==> src/rtl/alu_result_capture.sv <==
// ALU result capture: compacts valid-strobed ALU outputs into a 32-bit MISR signature
// and counts Zero/Sign flag hits over a run of iCount samples.
module alu_result_capture #(
   parameter logic [31:0] POLY  = 32'h04C11DB7,
   parameter logic [31:0] SEED  = 32'h00000000,
   parameter int unsigned CNT_W = 16
) (
   input  logic             clk,
   input  logic             rst,
   input  logic             iStart,
   input  logic [CNT_W-1:0] iCount,
   input  logic             iValid,
   input  logic [31:0]      iX,
   input  logic             iZero,
   input  logic             iSign,
   input  logic [3:0]       iAluOp,
   output logic             oBusy,
   output logic             oDone,
   output logic [31:0]      oSig,
   output logic [CNT_W-1:0] oZeroCnt,
   output logic [CNT_W-1:0] oSignCnt,
   output logic [CNT_W-1:0] oSamples
);

   localparam logic [1:0] ST_IDLE    = 2'd0;
   localparam logic [1:0] ST_CAPTURE = 2'd1;
   localparam logic [1:0] ST_DONE    = 2'd2;

   logic [1:0]       r_state;
   logic [31:0]      r_sig;
   logic [CNT_W-1:0] r_zero_cnt;
   logic [CNT_W-1:0] r_sign_cnt;
   logic [CNT_W-1:0] r_samples;
   logic [CNT_W-1:0] r_remaining;

   logic             w_accept;
   logic             w_capture;
   logic             w_last;
   logic [31:0]      w_data;
   logic [31:0]      w_sig_next;

   assign w_accept   = iStart && (r_state != ST_CAPTURE);
   assign w_capture  = iValid && (r_state == ST_CAPTURE);
   assign w_last     = (r_remaining == CNT_W'(1));
   assign w_data     = iX ^ {iAluOp, 26'b0, iSign, iZero};
   // Galois MISR: shift left, fold the polynomial in when the MSB falls off
   assign w_sig_next = {r_sig[30:0], 1'b0} ^ (r_sig[31] ? POLY : 32'h0) ^ w_data;

   always_ff @(posedge clk) begin
      if (rst) begin
         r_state     <= ST_IDLE;
         r_sig       <= SEED;
         r_zero_cnt  <= '0;
         r_sign_cnt  <= '0;
         r_samples   <= '0;
         r_remaining <= '0;
      end else if (w_accept) begin
         r_state     <= (iCount == '0) ? ST_DONE : ST_CAPTURE;
         r_sig       <= SEED;
         r_zero_cnt  <= '0;
         r_sign_cnt  <= '0;
         r_samples   <= '0;
         r_remaining <= iCount;
      end else if (w_capture) begin
         r_sig       <= w_sig_next;
         r_zero_cnt  <= r_zero_cnt + CNT_W'(iZero);
         r_sign_cnt  <= r_sign_cnt + CNT_W'(iSign);
         r_samples   <= r_samples + CNT_W'(1);
         r_remaining <= r_remaining - CNT_W'(1);
         if (w_last) begin
            r_state <= ST_DONE;
         end
      end
   end

   assign oBusy    = (r_state == ST_CAPTURE);
   assign oDone    = (r_state == ST_DONE);
   assign oSig     = r_sig;
   assign oZeroCnt = r_zero_cnt;
   assign oSignCnt = r_sign_cnt;
   assign oSamples = r_samples;

endmodule

==> config.mk <==
export PLATFORM = sky130hd
export DESIGN_NAME = alu_result_capture
export DESIGN_NICKNAME = d
export VERILOG_FILES = /design/src/rtl/alu_result_capture.sv
export SDC_FILE = /design/constraint.sdc
export NUM_CORES = 1
export LEC_CHECK = 0
export BUFFER_PORTS_ARGS = -buffer_cell sky130_fd_sc_hd__buf_4
export CORE_MARGIN = 2
export CORE_UTILIZATION = 40
export CTS_CLUSTER_SIZE = 10
export DETAILED_ROUTE_END_ITERATION = 6
export MAX_ROUTING_LAYER = met4
export PLACE_DENSITY = 0.64
export SLEW_MARGIN = 20
export SYNTH_ARGS = -nofsm -noshare
export SYNTH_HDL_FRONTEND = slang
export SYNTH_SLANG_ARGS = --single-unit
==> constraint.sdc <==
create_clock -name clk -period 1.81 [get_ports clk]
set_input_delay 0.362 -clock clk [delete_from_list [all_inputs] [get_ports clk]]
set_output_delay 0.362 -clock clk [all_outputs]
set_load 0.02 [all_outputs]
**After elaboration in Yosys (flattened, before gate mapping)**

Index checks and enable logic that the tools add are counted.

- Register bits after elaboration: 98
- Bits of input ports: 58

- Bitwise gates (word level): 3
- Add/subtract/negate cells: 4
- Reductions and logical operators: 7
- Mux-type cells: 7
- Eq/ne operators: 4

Operators with widths:

| kind | count |
|---|---|
| $xor A32 B32 Y32 | 2 |
| $add A16 B1 Y16 | 2 |
| $mux W16 | 2 |
| $xor A32 B27 Y32 | 1 |
| $mux W27 | 1 |
| $add A16 B1 Y16 const B | 1 |
| $eq A16 B1 Y1 const B | 1 |
| $logic_not A16 Y1 | 1 |
| $sub A16 B1 Y16 const B | 1 |
| $mux W2 | 4 |
| $reduce_bool A2 Y1 | 2 |
| $eq A2 B1 Y1 const B | 1 |
| $eq A2 B2 Y1 const B | 1 |
| $logic_and A1 B1 Y1 | 2 |
| $ne A2 B1 Y1 const B | 1 |
| $reduce_and A2 Y1 | 1 |
| $reduce_or A2 Y1 | 1 |

**Logic depth before layout (Yosys ltp)**

Gate-level depths: netlist of the first run.

- Depth in word-level cells: 4
- Depth in mapped cells: 6
- Depth with buffers taken out: 6

**Worst setup path before layout of the first run**

No wires, ideal clock.

- Path type: register -> register
- Start: register r_sign_cnt[0], in the netlist oSignCnt[0]
- End: register r_sign_cnt[15], in the netlist oSignCnt[15]
- Cell stages (with the launch flop): 7
- Clock period less this slack: 1.787 ns
- Slack: 0.023 ns
- Data required time: 1.740 ns
- Arrival time: 1.716 ns
- Path through: dfxtp_1 ha_1 nand3_1 or2_1 clkbuf_1 or4_1 a21oi_1

- Cells in the longest elaborated chain, start to end: 1

Ends and longest elaborated chain:

| item | RTL line | text |
|---|---|---|
| start, declared | 32 | `logic [CNT_W-1:0] r_sign_cnt;` |
| start signal, assigned | 67 | `r_sign_cnt <= r_sign_cnt + CNT_W'(iSign);` |
| $add A16 B1 Y16 | 67 |  |

Every way passes these cells.
A chain may end at the register's enable or synchronous reset.

**Final worst setup path of the first run**

- Start: register r_sign_cnt[8], in the netlist oSignCnt[8]
- End: register r_sign_cnt[15], in the netlist oSignCnt[15]

Same word-level chain as after synthesis.

==> results by group, run 1 <==
Power
  • Power Density: 761.3 nW/um^2
  • Switching Power: 1234 uW
  • Sw Share: 24.71%
  • Comb pwr share: 15.0%
  • Cell internal pwr: 3758 uW
  • Clock Power Share: 39.0%
  • Leakage: 0.002489 uW
  • Peak supply drop: 0.5151 mV
  • Seq pwr share: 45.9%
  • Pwr Total: 4992 uW

Timing
  • Worst slew pin tran: 0.6390 ns
  • Relative slew slack: 57.40%
  • Minimum clock period: 1.699 ns
  • Final Skew: 0.007943 ns
  • Final setup vio count: 0
  • FMAX: 0.5884 GHz
  • Slack of the critical path: 0.1105 ns
  • Final period util: 93.89%
  • Final Slew Violations: 0
  • Final Hold Vio Count: 0

Setup path
  • Crit path DAT: 1.96 ns
  • CP Launch Type: flip-flop
  • R2R cell count: 4
  • Reg-to-reg startpoint: oSignCnt[8]
  • Slowest CP cell: or4_1
  • Reg-to-Reg End: oSignCnt[15]
  • Required @ worst endpoint: 2.07 ns
  • Endpoint type of the worst setup path: flip-flop
  • Crit Path Class: flip-flop to flip-flop
  • Crit Path Max Fanout: 8
  • Critical path's largest stage delay: 0.54 ns
  • Worst path cell trace: nand4_1, or2_0, or4_1, a21oi_1
  • Top Family by Delay on Critical Path: simple AND/OR/NAND/NOR gates
  • Worst path bufs/invs: 0
  • R2R setup slack: 0.11 ns

Global routing
  • Vias in the first global route: 4265
  • Initial antenna violation count: 0
  • First-pass GRT wire length: 20670 um
  • Largest net degree at the start of global routing: 52
  • Gr usage total: 20.06%
  • GRT overflow: 0

Clocking
  • CTS buffer count: 9
  • Clock transition at path regs: 0.07 ns
  • Number of hold buffers added after cts: 0
  • Max clock buf depth: 2
  • CTS H-tree depth: 3
  • Worst skew pair latency: 0.33 ns
  • Clock Sinks: 98
  • Clock root buffer: clkbuf_16
  • CTS tree: built

Place
  • Routability cong.: 0.8839
  • Worst slack at placement: 0.04287 ns
  • Area post-placement: 6180 um^2
  • IO Port Bufs: 139
  • Detailed-placement wirelength estimate: 9296 um

Route
  • Drc violations: 0
  • Post-route ant nets: 0
  • Initial drt markers: 270
  • Via density: 5.285
  • Wire length after detailed routing: 12560 um
  • Drt wl/cell: 14.35 um
  • Vias: 4624
  • First-pass iteration count of the detailed router: 4

Yosys
  • Library cells used by synthesis: 53
  • Synthesized net count: 632
  • Register area share after synthesis: 40.84%
  • Mean area per synthesized cell: 8.472 um^2
  • Post-synthesis register bit count: 98
  • Post-Syn Area: 4803 um^2
  • Synth warn: 0
  • Post-Synthesis Cells: 567

Floorplanning
  • Die W: 113.6 um
  • Starting Density: 40.50%
  • # rows: 40
  • Core ar.: 11860 um^2
  • Top Ports: 140
  • Die Y: 113.6 um
  • Die area: 12900 um^2

Finish
  • Finished Cell Area: 6556 um^2
  • Nets: 789
  • Fillers: 1090
  • Layout area overhead: 36.49%
  • Ratio of cells with drive above 1 in the final layout: 28.57%
  • Antenna Cells: 0

Run status
  • Status: completed

Min path
  • Hold path endpoint: r_remaining[2]
  • Worst Hold Launch: iCount[2]
  • Type of the most critical hold path: input port to flip-flop
  • Worst hold path depth: 3

Job
  • Number of max-cap violations: 0
## layout by cell type, fill, tap and decap left out, types with 7 or more instances in the layout
| cell | n |
|---|---|
| or4_1 | 7 |
| a31oi_1 | 10 |
| xor2_1 | 11 |
| clkbuf_16 | 9 |
| dfxtp_1 | 98 |
| buf_4 | 173 |
| inv_1 | 9 |
| nor4_1 | 11 |
| nand4_1 | 14 |
| nand2_1 | 79 |
| nor2_1 | 54 |
| nor3_1 | 7 |
| a21oi_1 | 41 |
| xnor2_1 | 68 |
| a211oi_1 | 19 |
| ha_1 | 7 |
| o21ai_0 | 12 |
| nand3_1 | 17 |
| or3_1 | 11 |
## layer usage
metal / up-vias / global-route usage [%] / part of all wire (%)
met2: 115 / 32.38 / 50
met1: 2187 / 25.85 / 44
met4: 0 / 7.154 / 1.2
met5: - / - / 0
met3: 12 / 2.816 / 4.4
li1: 2310 / - / -
## cell families (layout without fill, tap and decap cells)
family / after synthesis / in the layout / share of synthesized area [%]
buffers and inverters: 39 / 200 / 3.334
flip-flops: 98 / 98 / 40.84
multiplexers: 3 / 3 / 0.6252
AND/OR/NAND/NOR: 236 / 236 / 25.27
adder cells (fa/ha/maj): 7 / 7 / 1.823
XOR/XNOR: 79 / 79 / 14.40
AO/OA/AOI/OAI: 105 / 105 / 13.70
## worst reg2reg max path, cell delays in order, from the launching register on
cell and delay [ns]:
dfxtp_1 0.41, nand4_1 0.17, or2_0 0.35, or4_1 0.54, a21oi_1 0.15
## power groups by stage
| stage | clock [uW] | sequential, uW | combinational, uW |
|---|---|---|---|
| 2_1_floorplan | 0 | 2360 | 409 |
| 3_3_place_gp | 0 | 2330 | 728 |
| 3_5_place_dp | 0 | 2340 | 735 |
| 4_1_cts | 2000 | 2290 | 740 |
| 5_1_grt | 2110 | 2300 | 824 |
| 6_report | 1950 | 2290 | 750 |
## worst max-delay path by stage
stage | start | endpoint | slack, ns | cells past startpoint
2_1_floorplan | oSignCnt[0] | oSignCnt[15] | 0.02 | 6
3_3_place_gp | iZero | oZeroCnt[10] | 0.09 | 7
3_5_place_dp | iSign | oSignCnt[8] | 0.04 | 7
4_1_cts | r_remaining[0] | r_remaining[12] | 0.09 | 6
5_1_grt | oZeroCnt[0] | oZeroCnt[14] | -0.02 | 6
6_report | oSignCnt[8] | oSignCnt[15] | 0.11 | 4
## sequential cells by signal (all words and copies together) (netlist names)
| register | flops |
|---|---|
| oSig | 32 |
| oSamples | 16 |
| oSignCnt | 16 |
| oZeroCnt | 16 |
| r_remaining | 16 |
| r_state | 2 |
## timing repair
item	4_1_cts	5_1_grt
resized for setup	0	6
setup endpoints to repair	0	7
setup buffers	0	4
## area by class of cell
| type | instances | area (um^2) | share of cell area, % |
|---|---|---|---|
| multi-input cells | 430 | 2713 | 41.37 |
| flip-flops and latches | 98 | 1962 | 29.92 |
| repair buffers | 176 | 1359 | 20.73 |
| clock buffers | 13 | 270.3 | 4.122 |
| well taps | 147 | 183.9 | 2.805 |
| clock inverters | 2 | 35.03 | 0.5344 |
| inverters | 9 | 33.78 | 0.5153 |
## synth_stat cells (all sizes together)
library cell / number / share of area [%]
a211oi: 19 / 3.0
a21boi: 1 / 0.16
a21o: 1 / 0.16
a21oi: 41 / 4.3
a221oi: 3 / 0.55
a22oi: 2 / 0.31
a311o: 1 / 0.21
a31o: 1 / 0.18
a31oi: 10 / 1.3
a41oi: 1 / 0.18
and2: 2 / 0.26
and3: 2 / 0.26
and3b: 1 / 0.18
and4: 2 / 0.39
buf: 15 / 1.5
clkbuf: 15 / 1.2
dfxtp: 98 / 41
ha: 7 / 1.8
inv: 9 / 0.70
mux2i: 3 / 0.63
nand2: 79 / 6.2
nand2b: 5 / 0.65
nand3: 18 / 2.0
nand3b: 2 / 0.31
nand4: 15 / 2.1
nand4b: 4 / 0.73
nor2: 54 / 4.2
nor2b: 2 / 0.26
nor3: 7 / 0.73
nor3b: 1 / 0.16
nor4: 17 / 3.4
nor4b: 1 / 0.18
o211ai: 5 / 0.78
o21ai: 12 / 1.3
o22a: 1 / 0.18
o311ai: 2 / 0.36
o31a: 1 / 0.18
o31ai: 3 / 0.47
o41ai: 1 / 0.18
or2: 5 / 0.65
or3: 12 / 1.6
or4: 7 / 1.1
xnor2: 68 / 12
xor2: 11 / 2.0
## metrics by stage
step | cells | hold slack, ns | TNS (ns) | util [%]
after floorplan | 567 | 0.5016 | 0 | -
after global placement | 856 | 0.4595 | 0 | 52.10
after detailed placement | 856 | 0.4709 | 0 | 52.10
after CTS | 871 | 0.2838 | 0 | 54.67
after global routing | 875 | 0.2924 | -0.02217 | 55.27
final | 875 | 0.2955 | 0 | 55.27
Note: power is estimated with default switching activity, not from simulation.
==> inputs of run 2 (changes only) <==
- ABC_AREA: default -> 1
- PLACE_DENSITY: 0.64 -> 0.63
==> run 2 against run 1 <==
Area after synthesis rose by 12%. Sequential power hardly changed. Clock skew is 0.00092 ns lower. First-iteration DRC count is 6.3% lower. Utilization is 2.6 points lower. Sequential share of layout area decreased by 1.7 points. Worst hold slack got worse by 0.0039 ns. Critical path type unchanged. Critical endpoint is now oZeroCnt[14].
==> results by group, run 2 <==
Yosys
  • Register area share after synthesis: 36.58%
  • Library cells used by synthesis: 37
  • Mean area per synthesized cell: 6.859 um^2
  • Post-Synthesis Cells: 782
  • Top cells by area, synth: dfxtp_1 37%, nand2_1 14%, inv_1 6.9%
  • Post-synth EDFFs: 0
  • Top cells by count, synth: 194 x nand2_1, 99 x inv_1, 98 x dfxtp_1
  • Post-synth top flop: dfxtp_1
  • Post-Syn Area: 5364 um^2
  • Post-synthesis register bit count: 98
  • Synth area leader: dfxtp_1
  • Async SR Flop Fraction: 0%
  • Cell with the most instances after synthesis: nand2_1
  • Synthesized net count: 847
  • Area share of the largest cell type after synthesis: 36.58%
  • Synth warn: 0

Route
  • Initial drt markers: 253
  • Via density: 4.749
  • Vias: 5238
  • First-pass iteration count of the detailed router: 4
  • Wire length after detailed routing: 13680 um
  • Post-route ant nets: 0
  • Drt wl/cell: 12.41 um
  • Drc violations: 0

Clocking
  • CTS buffer count: 9
  • CTS H-tree depth: 3
  • Postcts setup bufs: 0
  • Clock root buffer: clkbuf_16
  • Resized cells post-CTS: 0
  • Max clock buf depth: 2
  • Worst skew pair latency: 0.35 ns
  • Clock Sinks: 98
  • Number of hold buffers added after cts: 0
  • Clock transition at path regs: 0.07 ns
  • CTS tree: built

Timing
  • Hold WS: 0.2916 ns
  • Worst slew pin tran: 0.4478 ns
  • Final Hold Vio Count: 0
  • Final period util: 90.90%
  • TNS Setup: 0 ns
  • Relative slew slack: 70.04%
  • Minimum clock period: 1.645 ns
  • FMAX: 0.6078 GHz
  • Unrepaired setup endpoints after global routing: false
  • Final setup vio count: 0
  • Final Skew: 0.007025 ns
  • Final Slew Violations: 0

Floorplanning
  • Die Y: 119.8 um
  • Top Ports: 140
  • Die area: 14350 um^2
  • # rows: 42
  • Core ar.: 13190 um^2
  • Starting Density: 40.67%
  • Die W: 119.8 um

Setup path
  • Crit Path Max Fanout: 4
  • Endpoint type of the worst setup path: flip-flop
  • Reg-to-reg startpoint: oZeroCnt[0]
  • Worst setup startpoint: oZeroCnt[0]
  • Required @ worst endpoint: 2.06 ns
  • Crit path DAT: 1.89 ns
  • Crit Path Class: flip-flop to flip-flop
  • CP Launch Type: flip-flop
  • R2R cell count: 9

Min path
  • Worst hold path depth: 4
  • Type of the most critical hold path: input port to flip-flop
  • Worst Hold Launch: iX[14]

Finish
  • Commonest non-fill, non-tap cell in the layout: nand2_1
  • Most frequent cells in the layout: 194 x nand2_1, 153 x buf_4, 99 x inv_1, 98 x dfxtp_1, 82 x nor2_1
  • Nets: 987
  • Layout area overhead: 29.51%
  • Antenna Cells: 0
  • Largest register FFs: 32
  • Ratio of cells with drive above 1 in the final layout: 20.39%

Power
  • Power Density: 741.8 nW/um^2
  • Peak supply drop: 0.4199 mV
  • Leakage: 0.003104 uW

Place
  • IO Port Bufs: 139
  • Detailed-placement wirelength estimate: 10030 um
  • Routability cong.: 0.8751

Global routing
  • First-pass GRT wire length: 22740 um
  • Vias in the first global route: 4700
  • Gr usage total: 20.05%
  • Initial antenna violation count: 0
  • Largest net degree at the start of global routing: 51
  • GRT overflow: 0

Job
  • Number of max-cap violations: 0

Run status
  • Status: completed
[run 2: cells by family after synthesis]
kind of cell	Yosys count	synth area share [%]
simple gates	349	28.13
compound gates	144	14.60
buf+inv	128	9.914
flops	98	36.58
xor+xnor	56	9.144
fa+ha+maj	7	1.633
[run 2: critical path, stage by stage, from the launching register on]
cell     delay [ns]
dfxtp_1        0.36
ha_1           0.19
ha_1           0.17
nand3_1        0.08
nor2_1         0.25
nand4_1        0.18
nor2_1         0.16
nand2_1        0.06
nand2_1        0.05
nor2_1         0.04
[run 2: metal layers]
metal / vias up / share of wire (%) / global-route usage, % / wire, um
met5: - / 0 / - / 0
met4: 0 / 1.3 / 6.250 / 177
met3: 11 / 5.2 / 3.565 / 710
met2: 105 / 45 / 31.21 / 6207
met1: 2344 / 48 / 26.61 / 6588
li1: 2778 / - / - / -
[run 2: cell type report]
type / instances / area (um^2)
clock buffers: 11 / 242.7
clock inverters: 5 / 77.57
fillers: 1349 / 6243
inverters: 102 / 382.9
multi-input cells: 556 / 2873
flip-flops and latches: 98 / 1962
well taps: 176 / 220.2
repair buffers: 155 / 1189
[run 2: stage by stage]
stage,worst slack (ns),total power [uW],instance area (um^2),util [%],instances
final,0.1647,5153,6947,52.67,1103
after global routing,0.01945,5399,6947,52.67,1103
after CTS,0.1683,5207,6944,52.65,1103
after detailed placement,0.08291,3113,6624,50.22,1087
after global placement,0.1269,3112,6624,50.22,1087
after floorplan,0.1690,2834,5364,-,782
[run 2: path summary, 6_finish.rpt]
path,end,slack (ns)
max,oZeroCnt[14],0.16
min,oSig[14],0.29
max reg2reg,oZeroCnt[14],0.16
min reg2reg,r_state[1],0.48
[run 2: power breakdown]
group | switching (uW) | internal, uW | leakage [uW]
Sequential | 57.3 | 2210 | 0.000794
Combinational | 453 | 339 | 0.00215
Clock | 845 | 1250 | 0.000156
